===== src/rtl/imem_pkg.sv =====
// Shared types and defaults for the instruction-memory fetch sequencer.
package imem_pkg;
   localparam int          INST_W        = 32;
   localparam int          IMEM_ADDR_W   = 9;
   localparam logic [31:0] IMEM_RESET_PC = 32'h0000_0000;

   typedef enum logic {IDLE = 1'b0, RUN = 1'b1} fetch_state_e;

   typedef struct packed {
      logic [31:0]       pc;
      logic [INST_W-1:0] inst;
   } fetch_ent_t;
endpackage


===== src/rtl/imem_fetch_buf.sv =====
// Two-entry FIFO of {pc, inst} between memory return and decode.
module fetch_buf
   import imem_pkg::*;
(
   input  logic       clk,
   input  logic       rst_n,
   input  logic       push,
   input  fetch_ent_t push_data,
   input  logic       pop,
   input  logic       flush,
   output fetch_ent_t head,
   output logic [1:0] count
);
   fetch_ent_t ent_q [2];
   logic       rd_ptr, wr_ptr;
   logic       push_ok, pop_ok;

   assign push_ok = push && (count != 2'd2);
   assign pop_ok  = pop && (count != 2'd0);
   assign head    = ent_q[rd_ptr];

   // flush beats a same-cycle push so a killed return never lands
   always_ff @(posedge clk or negedge rst_n) begin
      if (!rst_n) begin
         rd_ptr <= 1'b0;
         wr_ptr <= 1'b0;
         count  <= 2'd0;
         for (int i = 0; i < 2; i++) ent_q[i] <= '0;
      end else if (flush) begin
         rd_ptr <= 1'b0;
         wr_ptr <= 1'b0;
         count  <= 2'd0;
      end else begin
         if (push_ok) begin
            ent_q[wr_ptr] <= push_data;
            wr_ptr        <= ~wr_ptr;
         end
         if (pop_ok) rd_ptr <= ~rd_ptr;
         count <= count + {1'b0, push_ok} - {1'b0, pop_ok};
      end
   end
endmodule


===== src/rtl/imem_fetch_ctrl.sv =====
// Fetch sequencer: loader writes in IDLE, PC-driven reads in RUN, 2-deep return buffer.
// Optional perf counters under IMEM_FETCH_PERF_EN.
module imem_fetch_ctrl
   import imem_pkg::*;
#(
   parameter int          ADDR_W   = IMEM_ADDR_W,
   parameter logic [31:0] RESET_PC = IMEM_RESET_PC
) (
   input  logic              clk,
   input  logic              rst_n,
   input  logic              start,
   input  logic [31:0]       start_pc,
   input  logic              halt,
   input  logic              ld_valid,
   output logic              ld_ready,
   input  logic [ADDR_W-1:0] ld_addr,
   input  logic [31:0]       ld_data,
   output logic [ADDR_W-1:0] mem_addr,
   output logic              mem_re,
   output logic              mem_we,
   output logic [31:0]       mem_wdata,
   input  logic [31:0]       mem_rdata,
   input  logic              redir_valid,
   input  logic [31:0]       redir_pc,
   output logic              if_valid,
   input  logic              if_ready,
   output logic [31:0]       if_inst,
   output logic [31:0]       if_pc,
`ifdef IMEM_FETCH_PERF_EN
   output logic              running,
   output logic [31:0]       perf_fetched,
   output logic [31:0]       perf_stall
`else
   output logic              running
`endif
);
   fetch_state_e state;
   logic [31:0]  pc, rd_pc;
   logic [1:0]   occ, cnt;
   logic         kill, rd_vld;
   logic         is_run, pop, issue, flush, push, ld_we;
   fetch_ent_t   head;

   assign is_run = (state == RUN);
   assign pop    = if_valid && if_ready;
   // occ counts in-flight plus buffered words, so the FIFO can never overflow
   assign issue  = is_run && !halt && !redir_valid && ((occ != 2'd2) || pop);
   assign flush  = is_run && (halt || redir_valid);
   assign push   = rd_vld && !kill;
   assign ld_we  = !is_run && ld_valid;

   assign ld_ready  = !is_run;
   assign running   = is_run;
   assign mem_re    = issue;
   assign mem_we    = ld_we;
   assign mem_addr  = ld_we ? ld_addr : (issue ? pc[ADDR_W+1:2] : '0);
   assign mem_wdata = ld_we ? ld_data : '0;
   assign if_valid  = (cnt != 2'd0);
   assign if_inst   = if_valid ? head.inst : '0;
   assign if_pc     = if_valid ? head.pc : '0;

   fetch_buf u_buf (
      .clk       (clk),
      .rst_n     (rst_n),
      .push      (push),
      .push_data ('{pc: rd_pc, inst: mem_rdata}),
      .pop       (pop),
      .flush     (flush),
      .head      (head),
      .count     (cnt)
   );

   always_ff @(posedge clk or negedge rst_n) begin
      if (!rst_n) begin
         state  <= IDLE;
         pc     <= RESET_PC;
         occ    <= 2'd0;
         kill   <= 1'b0;
         rd_vld <= 1'b0;
         rd_pc  <= '0;
      end else begin
         kill   <= 1'b0;
         rd_vld <= issue;
         rd_pc  <= pc;
         case (state)
            IDLE: if (start) begin
               state <= RUN;
               pc    <= start_pc & ~32'd3;
            end
            RUN: if (halt) begin
               state <= IDLE;
               pc    <= RESET_PC;
               occ   <= 2'd0;
               kill  <= 1'b1;
            end else if (redir_valid) begin
               pc    <= redir_pc & ~32'd3;
               occ   <= 2'd0;
               kill  <= 1'b1;
            end else begin
               if (issue) pc <= pc + 32'd4;
               occ <= occ + {1'b0, issue} - {1'b0, pop};
            end
            default: state <= IDLE;
         endcase
      end
   end

`ifdef IMEM_FETCH_PERF_EN
   always_ff @(posedge clk or negedge rst_n) begin
      if (!rst_n) begin
         perf_fetched <= '0;
         perf_stall   <= '0;
      end else if (!is_run && start) begin
         perf_fetched <= '0;
         perf_stall   <= '0;
      end else begin
         if (pop && (perf_fetched != '1)) perf_fetched <= perf_fetched + 32'd1;
         if (is_run && if_valid && !if_ready && (perf_stall != '1))
            perf_stall <= perf_stall + 32'd1;
      end
   end
`endif
endmodule


===== config.mk =====
export PLATFORM = sky130hd
export DESIGN_NAME = imem_fetch_ctrl
export DESIGN_NICKNAME = d
export VERILOG_FILES = /design/src/rtl/imem_pkg.sv /design/src/rtl/imem_fetch_buf.sv /design/src/rtl/imem_fetch_ctrl.sv
export SDC_FILE = /design/constraint.sdc
export NUM_CORES = 1
export LEC_CHECK = 0
export BUFFER_PORTS_ARGS = -buffer_cell sky130_fd_sc_hd__buf_2
export CAP_MARGIN = 0
export CORE_AREA = 2 2 96 190
export DETAILED_ROUTE_END_ITERATION = 10
export DIE_AREA = 0 0 98 192
export PLACE_DENSITY_LB_ADDON = 0.3
export REMOVE_ABC_BUFFERS = 1
export SYNTH_ARGS = -nofsm -noshare
export SYNTH_HDL_FRONTEND = slang
export SYNTH_SLANG_ARGS = --single-unit

===== constraint.sdc =====
create_clock -name clk -period 4 [get_ports clk]
set_clock_uncertainty 0.2 [all_clocks]
set_input_delay 0.6 -clock clk [delete_from_list [all_inputs] [get_ports clk]]
set_output_delay 0.6 -clock clk [all_outputs]
set_load 0.1 [all_outputs]

==> results.md, run 1 <==
- Layout cells sized above 1: 40.5%
- Crit path max-delay family: buffers and inverters
- Pleak: 5.70 nW
- Startpoint types: register
- Hold bufs inserted after CTS: 0
- Status: complete, no violations
- Worst R2R Start: pc[2]
- Post-CTS Resized: 0
- Maxcap violations: 0
- DR iter-0 viols: 283
- Routed Antenna Nets: 0
- CP Max Fanout: 13
- Maximum clock frequency: 286 MHz
- Yosys reg bits: 193
- Root Buffer: clkbuf_16
- Core Region: 17300 µm²
- Worst hold path type: input port to asynchronous set/reset pin
- Average size of a mapped cell: 11.5 µm²
- Synth area leaders: dfrtp_1 52%, mux2_2 15%, mux2i_1 8.4%
- Asr flop ratio synth: 100%
- Most frequent cells in the layout: 246 x buf_2, 192 x dfrtp_1, 122 x mux2_2, 87 x nor2_1, 79 x mux2i_1
- Critical path buffers and inverters: 2
- Worst-path clk slew: 0.07 ns
- # H-tree levels: 4
- Gr usage total: 24.5%
- Port bufs: 247
- Routed vias/inst: 5.69
- Critical path startpoint: running
- Pin count of the biggest net entering global routing: 85
- Crit path cell chain: nand2b_1, a31o_2, nor2_1, buf_4, a22o_1, buf_2
- RSZ-0062 raised after global routing: no
- CTS tree: yes
- I/O Pins: 254
- Tcrit/Tclk final: 87.3%
- Cell Area, Synth: 9370 µm²
- Most common cell after layout, fill and taps aside: buf_2
- Die width: 98 µm
- Post-Route WL: 22900 µm
- Critical path depth: 6
- WL/cell: 17.9 µm
- Power Dens Cells: 805 nW/µm²
- WP data arrival: 2.69 ns
- First-pass GRT wire length: 36700 µm
- Via count: 7266
- Reg2reg setup slack: 1.24 ns
- Sequential area share after synthesis: 51.5%
- Yosys top cell area share: 51.5%
- CTS sink cnt: 193
- Area growth syn-to-layout: 22.5%
- Post-synth EDFFs: 0
- Worst stage delay on the critical path: 0.60 ns
- Worst r2r dst: pc[26]
- Dpl hpwl: 16500 µm
- Worst Tran Pin Value: 0.929 ns
- Clock Path Buffers: 2
- Gr ovfl total: 0
- GP Congestion: 0.900
- Site row count: 68
- Initial core utilization: 54.3%
- # diodes: 0
- Residual DRC count: 0
- Final setup viols: 0
- CP max stage cell: dfrtp_1
- Type of the worst setup path: register to output port
- Die Y: 192 µm
- Slew Limit Fails: 0
- Worst-skew pair later-pin latency: 0.42 ns
- Top FF cell, synth: dfrtp_1
- R2r worst-path depth: 6
- Area of the die: 18800 µm²
- Nets: 1202
- Leading area contributor after synthesis: dfrtp_1
- Final hold vios: 0
- Tmin final: 3.49 ns
- Worst vdd ir: 0.000510 V
- # Post-CTS Setup Buffers: 0
- Synth cell types: 54
- Pre-Repair DR Iteration Count: 4
- Post-route setup TNS: 0 ns
- Tot Pwr: 9.24 mW
- Vias in the first global route: 7415
- Initial antenna violation count: 0
- CP endpoint kind: output port
- Slew HR: 37.5%
- CTS Buf Count: 17
- Syn Inst Count: 817
- Critical path required time: 3.20 ns
- Yosys warnings: 0
worst max path at each step:
stage,end,slack [ns]
finish,mem_addr[6],0.51
global route,mem_addr[6],0.38
CTS,mem_addr[6],0.53
detailed placement,mem_addr[6],0.84
global placement,mem_addr[6],0.82
floorplan,mem_addr[0],-1.21
routing by layer:
metal  vias up  part of all wire [%]  track usage [%]
met5         -                     0                0
met3        56                   4.5             3.09
met1      3558                    36             26.4
met2       289                    55             46.3
met4         0                   4.1             12.4
li1       3363                     -                -
flip-flops by register name (all words and copies together) (netlist names):
register,flops
kill,1
occ,2
pc,30
rd_pc,30
rd_vld,1
running,1
u_buf.count,2
u_buf.ent_q,124
u_buf.rd_ptr,1
u_buf.wr_ptr,1
worst register-to-register path, stage by stage, from the launching register on:
cell	delay, ns
dfrtp_1	0.47
ha_1	0.27
nand4_1	0.30
nor4_1	0.76
nand4_1	0.32
xor2_1	0.23
o21ai_0	0.14
stage by stage:
| step | instances | utilization (%) | setup WS (ns) | hold WS, ns | cell area (µm²) |
|---|---|---|---|---|---|
| 5_1_grt | 1276 | 66.5 | 0.378 | 0.0783 | 11500 |
| 6_report | 1276 | 66.5 | 0.509 | 0.0260 | 11500 |
| 3_3_place_gp | 1244 | 63.0 | 0.822 | 0.205 | 10900 |
| 3_5_place_dp | 1244 | 63.0 | 0.836 | 0.211 | 10900 |
| 2_1_floorplan | 768 | - | -1.21 | 0.104 | 9170 |
| 4_1_cts | 1276 | 66.5 | 0.527 | 0.0405 | 11500 |
power breakdown:
part	internal, mW	switching (mW)	total [mW]
clock network	1.00	0.718	1.72
logic	1.13	3.29	4.42
registers	2.58	0.523	3.10
final cells by class:
type,count,area (µm²)
Tap cell,210,263
Fill cell,1415,5790
Inverter,16,60.1
Clock inverter,13,158
Timing Repair Buffer,266,1410
Multi-Input combinational cell,559,4310
Clock buffer,19,443
Sequential cell,193,4830
synth_stat cells, types with 10 or more instances:
library cell,count
a21oi_1,21
and2_1,34
buf_2,11
clkbuf_1,34
dfrtp_1,193
inv_1,16
mux2_2,122
mux2i_1,79
nand2_1,33
nand3_1,12
nand4_1,15
nor2_1,89
o21ai_0,32
xnor2_1,10
xor2_1,14
kinds of logic (layout without fill, tap and decap cells):
family	count (synthesis)	after routing	synth area share, %
mux	205	205	23.6
simple gates	224	224	12.0
flops	193	193	51.5
compound gates	99	99	7.09
fa+ha+maj	5	5	0.667
xor+xnor	24	24	2.24
other cells	1	2	0.0400
buf+inv	66	314	2.87
Note: power is estimated with default switching activity, not from simulation.
==> inputs of run 2 (changes only) <==
--- a/config.mk
+++ b/config.mk
@@ -8,8 +8,10 @@
 export BUFFER_PORTS_ARGS = -buffer_cell sky130_fd_sc_hd__buf_2
 export CAP_MARGIN = 0
 export CORE_AREA = 2 2 96 190
+export CTS_BUF_LIST = sky130_fd_sc_hd__clkbuf_16
 export DETAILED_ROUTE_END_ITERATION = 10
 export DIE_AREA = 0 0 98 192
+export HOLD_SLACK_MARGIN = 0.06
 export PLACE_DENSITY_LB_ADDON = 0.3
 export REMOVE_ABC_BUFFERS = 1
 export SYNTH_ARGS = -nofsm -noshare
==> constraint.sdc (replaced) <==
create_clock -name clk -period 4.3 [get_ports clk]
set_clock_uncertainty 0.2 [all_clocks]
set_input_delay 0.645 -clock clk [delete_from_list [all_inputs] [get_ports clk]]
set_output_delay 0.645 -clock clk [all_outputs]
set_load 0.1 [all_outputs]
==> results.md, run 2 (synthesis results as in run 1) <==
- CTS sink cnt: 193
- Type of the worst setup path: register to output port
- Initial antenna violation count: 0
- DR iter-0 viols: 321
- Worst hold path type: input port to asynchronous set/reset pin
- Routed Antenna Nets: 0
- Port bufs: 247
- Crit path cell chain: nand2b_1, a31o_2, nor2_1, buf_4, a22o_1, buf_2
- # Post-CTS Setup Buffers: 0
- Initial core utilization: 54.3%
- Residual DRC count: 0
- Pre-CTS setup slack: 1.00 ns
- # H-tree levels: 4
- Slew Limit Fails: 0
- Slew HR: 29.5%
- Status: complete, no violations
- DP Area: 10800 µm²
- Layout cells sized above 1: 40.4%
- Nets: 1198
- Largest Register: u_buf.ent_q
- Tmin final: 3.52 ns
- CP max stage cell: dfrtp_1
- Clock Path Buffers: 2
- Worst R2R Start: pc[2]
- Most frequent cells in the layout: 246 x buf_2, 192 x dfrtp_1, 122 x mux2_2, 87 x nor2_1, 79 x mux2i_1
- Worst r2r dst: pc[26]
- Post-route setup TNS: 0 ns
- CP Max Fanout: 13
- Critical path required time: 3.45 ns
- GP Congestion: 0.920
- WP data arrival: 2.68 ns
- Hold bufs inserted after CTS: 0
- Worst-skew pair later-pin latency: 0.42 ns
- R2r worst-path depth: 6
- Via count: 7288
- Die Y: 192 µm
- Critical Path Sink: mem_addr[6]
- Area growth syn-to-layout: 21.9%
- CTS tree: yes
- Final setup viols: 0
- I/O Pins: 254
- Core Region: 17300 µm²
- # diodes: 0
- Reg2reg setup slack: 1.46 ns
- Die width: 98 µm
- Dpl hpwl: 16500 µm
- Routed vias/inst: 5.73
- RSZ-0062 raised after global routing: no
- Pleak: 5.65 nW
- Fin worst setup slack: 0.779 ns
- Design area: 11400 µm²
- Maximum clock frequency: 284 MHz
- Worst-path clk slew: 0.08 ns
- Startpoint types: register
- Critical path startpoint: running
- Regs by FF count: u_buf.ent_q (124), pc (30), rd_pc (30)
- Maxcap violations: 0
- Gr ovfl total: 0
- Power Dens Cells: 746 nW/µm²
- First-pass GRT wire length: 36500 µm
- Area of the die: 18800 µm²
- Most common cell after layout, fill and taps aside: buf_2
- Worst Tran Pin Value: 1.05 ns
- Gr usage total: 24.4%
- Worst vdd ir: 0.000557 V
- Root Buffer: clkbuf_16
- CTS Buf Count: 17
- Site row count: 68
- Post-CTS Resized: 0
- Max reg flops: 124
- Vias in the first global route: 7354
- Worst stage delay on the critical path: 0.58 ns
- CP endpoint kind: output port
- Pre-Repair DR Iteration Count: 5
- WL/cell: 18.1 µm
- Pin count of the biggest net entering global routing: 116
- Post-Route WL: 23000 µm
- Tcrit/Tclk final: 81.9%
- Final hold vios: 0
## run 2: changes by cell type in the layout (fill, tap and decap cells not counted), moves of 2 or more
| cell | delta |
|---|---|
| clkinv_2 | -4 |
| bufinv_16 | -2 |
| clkinvlp_4 | +3 |
| buf_4 | -4 |
| inv_8 | +3 |
## run 2: worst min-delay path by stage
stage,from,end,slack [ns],cells past startpoint
CTS,rst_n,rd_pc[2],0.17,1
floorplan,rst_n,kill,0.15,0
global placement,pc[31],rd_pc[31],0.21,0
finish,rst_n,rd_pc[2],0.10,1
detailed placement,pc[31],rd_pc[31],0.21,0
global route,rst_n,pc[9],0.21,1
## run 2: worst max-delay path: cells and delay by family, from the launching register on
| family | cells | cell delay (ns) |
|---|---|---|
| AND/OR/NAND/NOR | 2 | 0.49 |
| flip-flops | 1 | 0.58 |
| buffers and inverters | 2 | 0.66 |
| AO/OA/AOI/OAI | 2 | 0.51 |
## run 2: report_power, final
part | leakage (nW) | total, mW | internal, mW | switching (mW)
registers | 2.49 | 2.86 | 2.40 | 0.457
clock network | 0.272 | 1.54 | 0.818 | 0.723
logic | 2.89 | 4.13 | 1.04 | 3.09
## run 2: layer usage
layer / global-route usage [%] / share of wire [%] / routed length (µm) / vias to the layer above
met5: 0 / 0 / 0 / -
met4: 10.6 / 3.2 / 730 / 0
met3: 2.95 / 4.9 / 1120 / 50
met2: 46.7 / 55 / 12800 / 292
met1: 26.5 / 37 / 8420 / 3584
li1: - / - / - / 3362
## run 2: final cells by class
class / count / area, µm²
Clock buffer: 17 / 425
Clock inverter: 15 / 151
Multi-Input combinational cell: 559 / 4310
Timing Repair Buffer: 262 / 1380
Tap cell: 210 / 263
Fill cell: 1384 / 5850
Sequential cell: 193 / 4830
Inverter: 16 / 60.1
## run 2: per-stage QoR
step | instances | power, mW | utilization, % | hold WS (ns)
floorplan | 768 | 6.23 | - | 0.149
global placement | 1240 | 6.95 | 62.8 | 0.211
detailed placement | 1240 | 7.05 | 62.8 | 0.209
CTS | 1272 | 8.60 | 66.1 | 0.173
global route | 1272 | 8.93 | 66.1 | 0.212
finish | 1272 | 8.53 | 66.1 | 0.101
==> inputs of run 3 (changes only) <==
--- a/config.mk
+++ b/config.mk
@@ -7,10 +7,10 @@
 export LEC_CHECK = 0
 export BUFFER_PORTS_ARGS = -buffer_cell sky130_fd_sc_hd__buf_2
 export CAP_MARGIN = 0
-export CORE_AREA = 2 2 96 190
+export CORE_AREA = 2 2 98 194
 export CTS_BUF_LIST = sky130_fd_sc_hd__clkbuf_16
 export DETAILED_ROUTE_END_ITERATION = 10
-export DIE_AREA = 0 0 98 192
+export DIE_AREA = 0 0 100 196
 export HOLD_SLACK_MARGIN = 0.06
 export PLACE_DENSITY_LB_ADDON = 0.3
 export REMOVE_ABC_BUFFERS = 1
==> constraint.sdc (replaced) <==
create_clock -name clk -period 3.4 [get_ports clk]
set_clock_uncertainty 0.2 [all_clocks]
set_input_delay 0.51 -clock clk [delete_from_list [all_inputs] [get_ports clk]]
set_output_delay 0.51 -clock clk [all_outputs]
set_load 0.1 [all_outputs]
==> results.md, run 3 (synthesis results as in run 1) <==
- Routed vias/inst: 5.63
- CTS Buf Count: 17
- Area of the die: 19600 µm²
- Area growth syn-to-layout: 24.5%
- CP Max Fanout: 10
- Clock Path Buffers: 2
- Worst r2r dst: pc[29]
- Tmin final: 3.21 ns
- Pin count of the biggest net entering global routing: 97
- Largest Register: u_buf.ent_q
- CTS tree: yes
- Residual DRC count: 0
- Tightest hold margin: 0.0857 ns
- I/O Pins: 254
- WP data arrival: 2.50 ns
- Type of the worst setup path: register to output port
- Maxcap violations: 0
- Max reg flops: 124
- Pleak: 5.77 nW
- Utilization after layout: 64.1%
- Initial antenna violation count: 1
- Tcrit/Tclk final: 94.3%
- Maximum clock frequency: 312 MHz
- Final setup viols: 0
- Dpl hpwl: 17200 µm
- Vias in the first global route: 7348
- Routed Antenna Nets: 0
- Site row count: 70
- Nets: 1209
- Worst stage delay on the critical path: 0.45 ns
- First-pass GRT wire length: 37100 µm
- Reg2reg setup slack: 0.80 ns
- DR iter-0 viols: 361
- Worst Tran Pin Value: 0.896 ns
- Pre-Repair DR Iteration Count: 5
- Post-Route WL: 23300 µm
- Worst vdd ir: 0.000618 V
- Slew HR: 39.8%
- Root Buffer: clkbuf_16
- # H-tree levels: 4
- Startpoint types: register
- Gr ovfl total: 0
- RSZ-0062 raised after global routing: no
- Worst hold path type: input port to register
- Crit path cell chain: o21ai_1, a31o_2, nor2_1, buf_4, a22o_1, buf_12
- Most frequent cells in the layout: 236 x buf_2, 192 x dfrtp_1, 122 x mux2_2, 87 x nor2_1, 79 x mux2i_1
- CTS sink cnt: 193
- Cells on Worst Hold Path: 3
- Regs by FF count: u_buf.ent_q (124), pc (30), rd_pc (30)
- HP Start: redir_pc[29]
- Layout cells sized above 1: 40.6%
- Port bufs: 247
- Slew Limit Fails: 0
- Initial core utilization: 51.4%
- Die width: 100 µm
- GP Congestion: 0.921
- Core Region: 18200 µm²
- Worst-path clk slew: 0.07 ns
- Worst-skew pair later-pin latency: 0.43 ns
- Final hold vios: 0
- CP max stage cell: dfrtp_1
- Power Dens Cells: 931 nW/µm²
- Via count: 7262
- Worst R2R Start: pc[10]
- R2r worst-path depth: 5
- Gr usage total: 24.2%
- WL/cell: 18.1 µm
- Most common cell after layout, fill and taps aside: buf_2
- # fillers: 1491
- Hold EP: pc[29]
- Post-CTS Resized: 0
- Critical path required time: 2.69 ns
- Die Y: 196 µm
- CP endpoint kind: output port
- Status: complete, no violations
[run 3: how the worst max path moves through the flow]
stage	from	end	slack, ns	cells past startpoint
2_1_floorplan	running	mem_addr[0]	-1.72	4
3_3_place_gp	redir_valid	mem_addr[3]	0.54	7
3_5_place_dp	redir_valid	mem_addr[1]	0.53	7
4_1_cts	u_buf.count[1]	mem_addr[1]	0.18	6
5_1_grt	u_buf.count[1]	mem_addr[1]	0.09	6
6_report	u_buf.count[1]	mem_addr[1]	0.19	6
[run 3: metal layers]
metal	up-vias	wire length (µm)	track usage, %
met5	-	0	0
li1	3385	-	-
met4	0	819	10.6
met3	50	1050	3.71
met1	3569	8490	26.4
met2	258	13000	45.3
[run 3: power breakdown]
part	leakage [nW]	internal, mW	switching (mW)
clock	0.287	1.08	0.856
combinational	2.99	1.39	3.91
sequential	2.49	3.04	0.585
total	5.77	5.51	5.35
[run 3: what timing repair did]
item	4_1_cts	5_1_grt
endpoints found under the hold margin	93	0
endpoints found under the setup margin	0	0
hold buffers	1	0
buffers inserted	0	0
[run 3: final cells by class]
type                    count  area, µm²  area share, %
clock buffers              17        425           3.64
multi-input cells         559       4310           36.9
repair buffers            273       1630           14.0
clock inverters            15        144           1.23
diodes                      1       2.50         0.0214
flip-flops and latches    193       4830           41.4
well taps                 216        270           2.32
inverters                  16       60.1          0.514
[run 3: metrics by stage]
stage | area (µm²) | total power [mW] | TNS (ns) | setup WS, ns | cells
floorplan | 9170 | 7.89 | -256.09 | -1.72 | 768
global placement | 11100 | 8.91 | 0 | 0.538 | 1256
detailed placement | 11100 | 9.01 | 0 | 0.534 | 1256
CTS | 11700 | 11.0 | 0 | 0.179 | 1289
global route | 11700 | 11.4 | 0 | 0.0902 | 1290
finish | 11700 | 10.9 | 0 | 0.195 | 1290
[run 3: critical path: cells and delay by family (launching register included)]
| family | cells | cell delay [ns] |
|---|---|---|
| AO/OA/AOI/OAI | 3 | 1.10 |
| flip-flops | 1 | 0.45 |
| buffers and inverters | 2 | 0.39 |
| AND/OR/NAND/NOR | 1 | 0.13 |
